`src/rtl/heater_sequencer.sv`:
```
// Heater enable sequencer: staggers enable rises to limit inrush and recovers
// heater errors with timed err_clear pulses, latching a fault after RETRY_MAX recoveries.
module heater_sequencer #(
  parameter int N            = 16,
  parameter int STEP_CYCLES  = 1024,
  parameter int CLEAR_CYCLES = 4,
  parameter int RETRY_MAX    = 3
) (
  input  logic                   clk,
  input  logic                   rst,
  input  logic [N-1:0]           req_enable,
  input  logic [N-1:0]           heater_error,
  input  logic                   sticky_clr,
  output logic [N-1:0]           heater_enable,
  output logic [N-1:0]           heater_err_clear,
  output logic [N-1:0]           fault,
  output logic [N-1:0]           error_sticky,
  output logic [$clog2(N+1)-1:0] active_count,
  output logic                   busy
);

  localparam int TMAX = (STEP_CYCLES > CLEAR_CYCLES) ? STEP_CYCLES : CLEAR_CYCLES;
  localparam int TW   = (TMAX > 1) ? $clog2(TMAX) : 1;
  localparam int RW   = $clog2(RETRY_MAX + 1);
  localparam int IW   = (N > 1) ? $clog2(N) : 1;
  localparam int CW   = $clog2(N + 1);

  typedef enum logic       {R_IDLE, R_WAIT} ramp_t;
  typedef enum logic [1:0] {C_IDLE, C_PULSE, C_DONE} clr_t;

  ramp_t          ramp_state;
  clr_t           clr_state;
  logic [TW-1:0]  ramp_timer;
  logic [TW-1:0]  clr_timer;
  logic [IW-1:0]  clr_idx;
  logic [N-1:0]   clr_pend;
  logic [RW-1:0]  retry [N];

  logic [N-1:0]   eligible;
  logic           ramp_any;
  logic [IW-1:0]  ramp_k;
  logic           pend_any;
  logic [IW-1:0]  pend_k;
  logic [CW-1:0]  en_count;
  logic           ramp_fire;
  logic [RW-1:0]  retry_next;

  always_comb begin
    eligible = req_enable & ~heater_enable & ~fault & ~clr_pend;
    ramp_any = 1'b0;
    ramp_k   = '0;
    pend_any = 1'b0;
    pend_k   = '0;
    en_count = '0;
    for (int unsigned i = 0; i < N; i++) begin
      if (eligible[i] && !ramp_any) begin
        ramp_any = 1'b1;
        ramp_k   = IW'(i);
      end
      if (clr_pend[i] && !pend_any) begin
        pend_any = 1'b1;
        pend_k   = IW'(i);
      end
      en_count = en_count + CW'(heater_enable[i]);
    end
    // An expiring R_WAIT issues the next rise directly, keeping rises exactly
    // STEP_CYCLES apart; with nothing eligible it drops back to R_IDLE.
    ramp_fire  = ramp_any && (ramp_state == R_IDLE || ramp_timer == '0);
    retry_next = (retry[clr_idx] < RW'(RETRY_MAX)) ? retry[clr_idx] + 1'b1 : retry[clr_idx];
  end

  assign busy = (ramp_state != R_IDLE) || (clr_state != C_IDLE);

  always_ff @(posedge clk) begin
    if (rst) begin
      heater_enable    <= '0;
      heater_err_clear <= '0;
      fault            <= '0;
      error_sticky     <= '0;
      active_count     <= '0;
      clr_pend         <= '0;
      ramp_state       <= R_IDLE;
      clr_state        <= C_IDLE;
      ramp_timer       <= '0;
      clr_timer        <= '0;
      clr_idx          <= '0;
      for (int unsigned i = 0; i < N; i++) retry[i] <= '0;
    end else begin
      error_sticky <= (error_sticky & ~{N{sticky_clr}}) | heater_error;
      active_count <= en_count;

      if (ramp_fire) begin
        ramp_state <= R_WAIT;
        ramp_timer <= TW'(STEP_CYCLES - 1);
        if (heater_error[ramp_k]) clr_pend[ramp_k] <= 1'b1;
        else                      heater_enable[ramp_k] <= 1'b1;
      end else if (ramp_state == R_WAIT) begin
        if (ramp_timer == '0) ramp_state <= R_IDLE;
        else                  ramp_timer <= ramp_timer - 1'b1;
      end

      for (int unsigned i = 0; i < N; i++) begin
        if (heater_error[i] && heater_enable[i]) begin
          heater_enable[i] <= 1'b0;
          clr_pend[i]      <= 1'b1;
        end
        if (!req_enable[i]) begin
          heater_enable[i] <= 1'b0;
          fault[i]         <= 1'b0;
          retry[i]         <= '0;
        end
      end

      case (clr_state)
        C_IDLE: if (pend_any) begin
          clr_idx          <= pend_k;
          clr_timer        <= TW'(CLEAR_CYCLES - 1);
          heater_err_clear <= N'(1) << pend_k;
          clr_state        <= C_PULSE;
        end
        C_PULSE: begin
          if (clr_timer == '0) begin
            heater_err_clear <= '0;
            clr_state        <= C_DONE;
          end else begin
            clr_timer <= clr_timer - 1'b1;
          end
        end
        C_DONE: begin
          clr_pend[clr_idx] <= 1'b0;
          if (req_enable[clr_idx]) begin
            retry[clr_idx] <= retry_next;
            if (retry_next == RW'(RETRY_MAX)) fault[clr_idx] <= 1'b1;
          end
          clr_state <= C_IDLE;
        end
        default: clr_state <= C_IDLE;
      endcase
    end
  end

endmodule
```
`config.mk`:
```
export PLATFORM = sky130hd
export DESIGN_NAME = heater_sequencer
export DESIGN_NICKNAME = d
export VERILOG_FILES = /design/src/rtl/heater_sequencer.sv
export SDC_FILE = /design/constraint.sdc
export NUM_CORES = 1
export LEC_CHECK = 0
export CORE_MARGIN = 1.5
export CORE_UTILIZATION = 49
export DETAILED_ROUTE_END_ITERATION = 8
export PLACE_DENSITY = 0.75
export SYNTH_ARGS = -nofsm -noshare
export SYNTH_HDL_FRONTEND = slang
export SYNTH_SLANG_ARGS = --single-unit
export TNS_END_PERCENT = 10
```
`constraint.sdc`:
```
create_clock -name clk -period 9.8 [get_ports clk]
set_clock_uncertainty 0.2 [all_clocks]
set_input_delay 2.94 -clock clk [delete_from_list [all_inputs] [get_ports clk]]
set_output_delay 2.94 -clock clk [all_outputs]
set_load 0.02 [all_outputs]
```
==> impl_metrics.env <==
export IMPL_status="complete, no violations"
export IMPL_p_total_mw=1.69
export IMPL_detailed_place_area_mm2=0.00868
export IMPL_synth_cell_type_count=75
export IMPL_post_route_min_period_ns=6.47
export IMPL_criticalPathCategory="in2reg"
export IMPL_synth_area_leader_cell="dfxtp_1"
export IMPL_clock_sinks=148
export IMPL_cp_end_kind="register"
export IMPL_vias=6842
export IMPL_drt_iter0_markers=665
export IMPL_dieArea_mm2=0.0162
export IMPL_grt_pass1_vias=6546
export IMPL_syn_to_final_growth_pct=22.8
export IMPL_p_leak_nw=3.37
export IMPL_ir_drop_mv=0.115
export IMPL_setup_viol_count_final=0
export IMPL_cts_setup_buffers=0
export IMPL_cap_violations=0
export IMPL_holdWs_ns=0.258
export IMPL_final_setup_worst_slack_ns=3.33
export IMPL_synthesis_nets=881
export IMPL_n_antenna_cell=0
export IMPL_synth_top_area_share_pct=30.8
export IMPL_grt_pass1_wl_um=36100
export IMPL_routedWlPerCell_um=20.5
export IMPL_synth_edf_count=32
export IMPL_yosys_top_cells_area="dfxtp_1, edfxtp_1, nor2_1"
export IMPL_syn_inst=829
export IMPL_dp_cells=1089
export IMPL_detail_route_antenna_nets=0
export IMPL_die_x_um=127
export IMPL_grt_start_max_net_pins=90
export IMPL_drc=0
export IMPL_finalHoldViolations=0
export IMPL_grt_setup_unrepaired="no"
export IMPL_final_core_util_pct=61.2
export IMPL_synth_top_flop_cell="dfxtp_1"
export IMPL_drive_gt1_share_pct=8.25
export IMPL_cts_max_path_buffers=2
export IMPL_cp_start_kind="primary input"
export IMPL_syn_cell_area_mm2=0.00755
export IMPL_ys_ff_latch=148
export IMPL_grt_total_usage_pct=29.3
export IMPL_dr_pass1_iters=5
export IMPL_routed_wl_um=23000
export IMPL_syn_mean_instance_area_um2=9.10
export IMPL_post_route_period_util_pct=66.0
export IMPL_slew_headroom_pct=24.2
export IMPL_hold_class="reg2reg"
export IMPL_worst_pin_slew_ns=1.14
export IMPL_p_per_area_mw_per_mm2=183
export IMPL_vias_per_cell=6.10
export IMPL_num_io_pins=105
export IMPL_grt_overflow=0
export IMPL_ctsHtreeMaxLevel=4
export IMPL_crit_fanout=16
export IMPL_port_buffers=104
export IMPL_final_cell_mix="nor2_1, dfxtp_1, clkdlybuf4s50_1"
export IMPL_cts_tree="yes"
export IMPL_tns_ns=0
export IMPL_cts_hold_buffers=0
export IMPL_cts_resized=0
export IMPL_antenna_found_initial=0
export IMPL_clk_latency_ns=0.44
export IMPL_yosys_warnings=0
export IMPL_core_rowCount=45
export IMPL_synthArstFlopShare_pct=0
export IMPL_fin_cells=1121
export IMPL_hpwlAfterDp_um=17100
export IMPL_place_congestion=1.01
export IMPL_clock_root_buffer="clkbuf_16"
export IMPL_finalMaxSlewViolations=0
export IMPL_final_common_cell="nor2_1"
export IMPL_dpl_worst_slack_ns=2.98
export IMPL_fp_dieH_um=127
export IMPL_cp_required_ns=9.86
export IMPL_seq_area_frac_synth_pct=43.5
export IMPL_core_area_mm2=0.0151
export IMPL_nets=972
export IMPL_clkTransAtPathRegs_ns=0.06
export IMPL_post_route_cell_area_mm2=0.00927
export IMPL_start_util_pct=49.8
export IMPL_cts_buffers=17
export IMPL_arrival_ns=6.53
export IMPL_fmax_ghz=0.155
[metal layers]
layer / vias up / track usage [%] / wire length [um]
met5: - / 0 / 0
met4: 0 / 13.8 / 761
met3: 47 / 5.03 / 1940
met2: 343 / 45.9 / 10600
met1: 3258 / 39.9 / 9650
li1: 3194 / - / -
[cells in the mapped netlist, drive strengths merged (7+ instances only)]
master and n:
nand3 12, a211oi 10, a31o 9, inv 30, fa 10, nor3 21
o21ai 52, nand2b 22, dfxtp 116, edfxtp 32, or4b 10, buf 13
xor2 7, a22oi 12, a31oi 18, nor4b 18, nand4 7, nand2 68
clkbuf 22, a21oi 62, mux4 15, ha 7, nor4 9, and2 7
nor2 122, nor2b 43
[worst max-delay path: stages]
cell and delay [ns]:
clkdlybuf4s50_1 0.55, nor4b_1 0.70, a21oi_1 0.16, o31a_1 0.28, o21ai_0 0.36, mux2i_1 0.27
o22ai_2 0.11, a311oi_4 0.66, buf_4 0.35, a31oi_1 0.13
[worst paths after layout]
| check | startpoint | depth (start not counted) | slack (ns) | to |
|---|---|---|---|---|
| min | heater_err_clear[11]$_SDFFE_PP0P_ | 2 | 0.26 | heater_err_clear[11]$_SDFFE_PP0P_ |
| max reg2reg | heater_enable[13]$_SDFFE_PP0P_ | 9 | 5.91 | heater_enable[3]$_SDFFE_PP0P_ |
| max | req_enable[13] | 10 | 3.33 | heater_enable[3]$_SDFFE_PP0P_ |
| min reg2reg | heater_err_clear[11]$_SDFFE_PP0P_ | 2 | 0.26 | heater_err_clear[11]$_SDFFE_PP0P_ |
[where the power goes]
part	total [mW]	internal, mW	leakage [nW]	switching [mW]
clock	0.659	0.399	0.277	0.260
combinational	0.332	0.134	1.79	0.198
sequential	0.704	0.663	1.30	0.0405
[sequential cells by signal, indices dropped and copies added, names as in the netlist, named ones only]
name and flops:
ramp_timer 10, clr_state 2, clr_pend 16, ramp_state 1, active_count 5, fault 16
heater_err_clear 16, retry 32, error_sticky 16, clr_idx 4, heater_enable 16, clr_timer 10
[cell type report]
class                           count  area [um^2]
Clock buffer                       19          433
Timing Repair Buffer              107         1060
Clock inverter                     13          156
Fill cell                        1310         5880
Multi-Input combinational cell    616         3990
Inverter                           30          113
Sequential cell                   148         3280
Tap cell                          188          235
[kinds of logic (layout without fill, tap and decap cells)]
kind of cell	Yosys count	count (layout)	synth area share, %
xor gates and xnor gates	13	13	1.51
AOI/OAI and AO/OA	204	204	17.2
muxes	22	22	5.47
and+or+nand+nor	360	360	24.9
buffers and inverters	65	169	3.66
DFF	148	148	43.5
adders and majority gates	17	17	3.81
(Power assumes the default switching activity.)
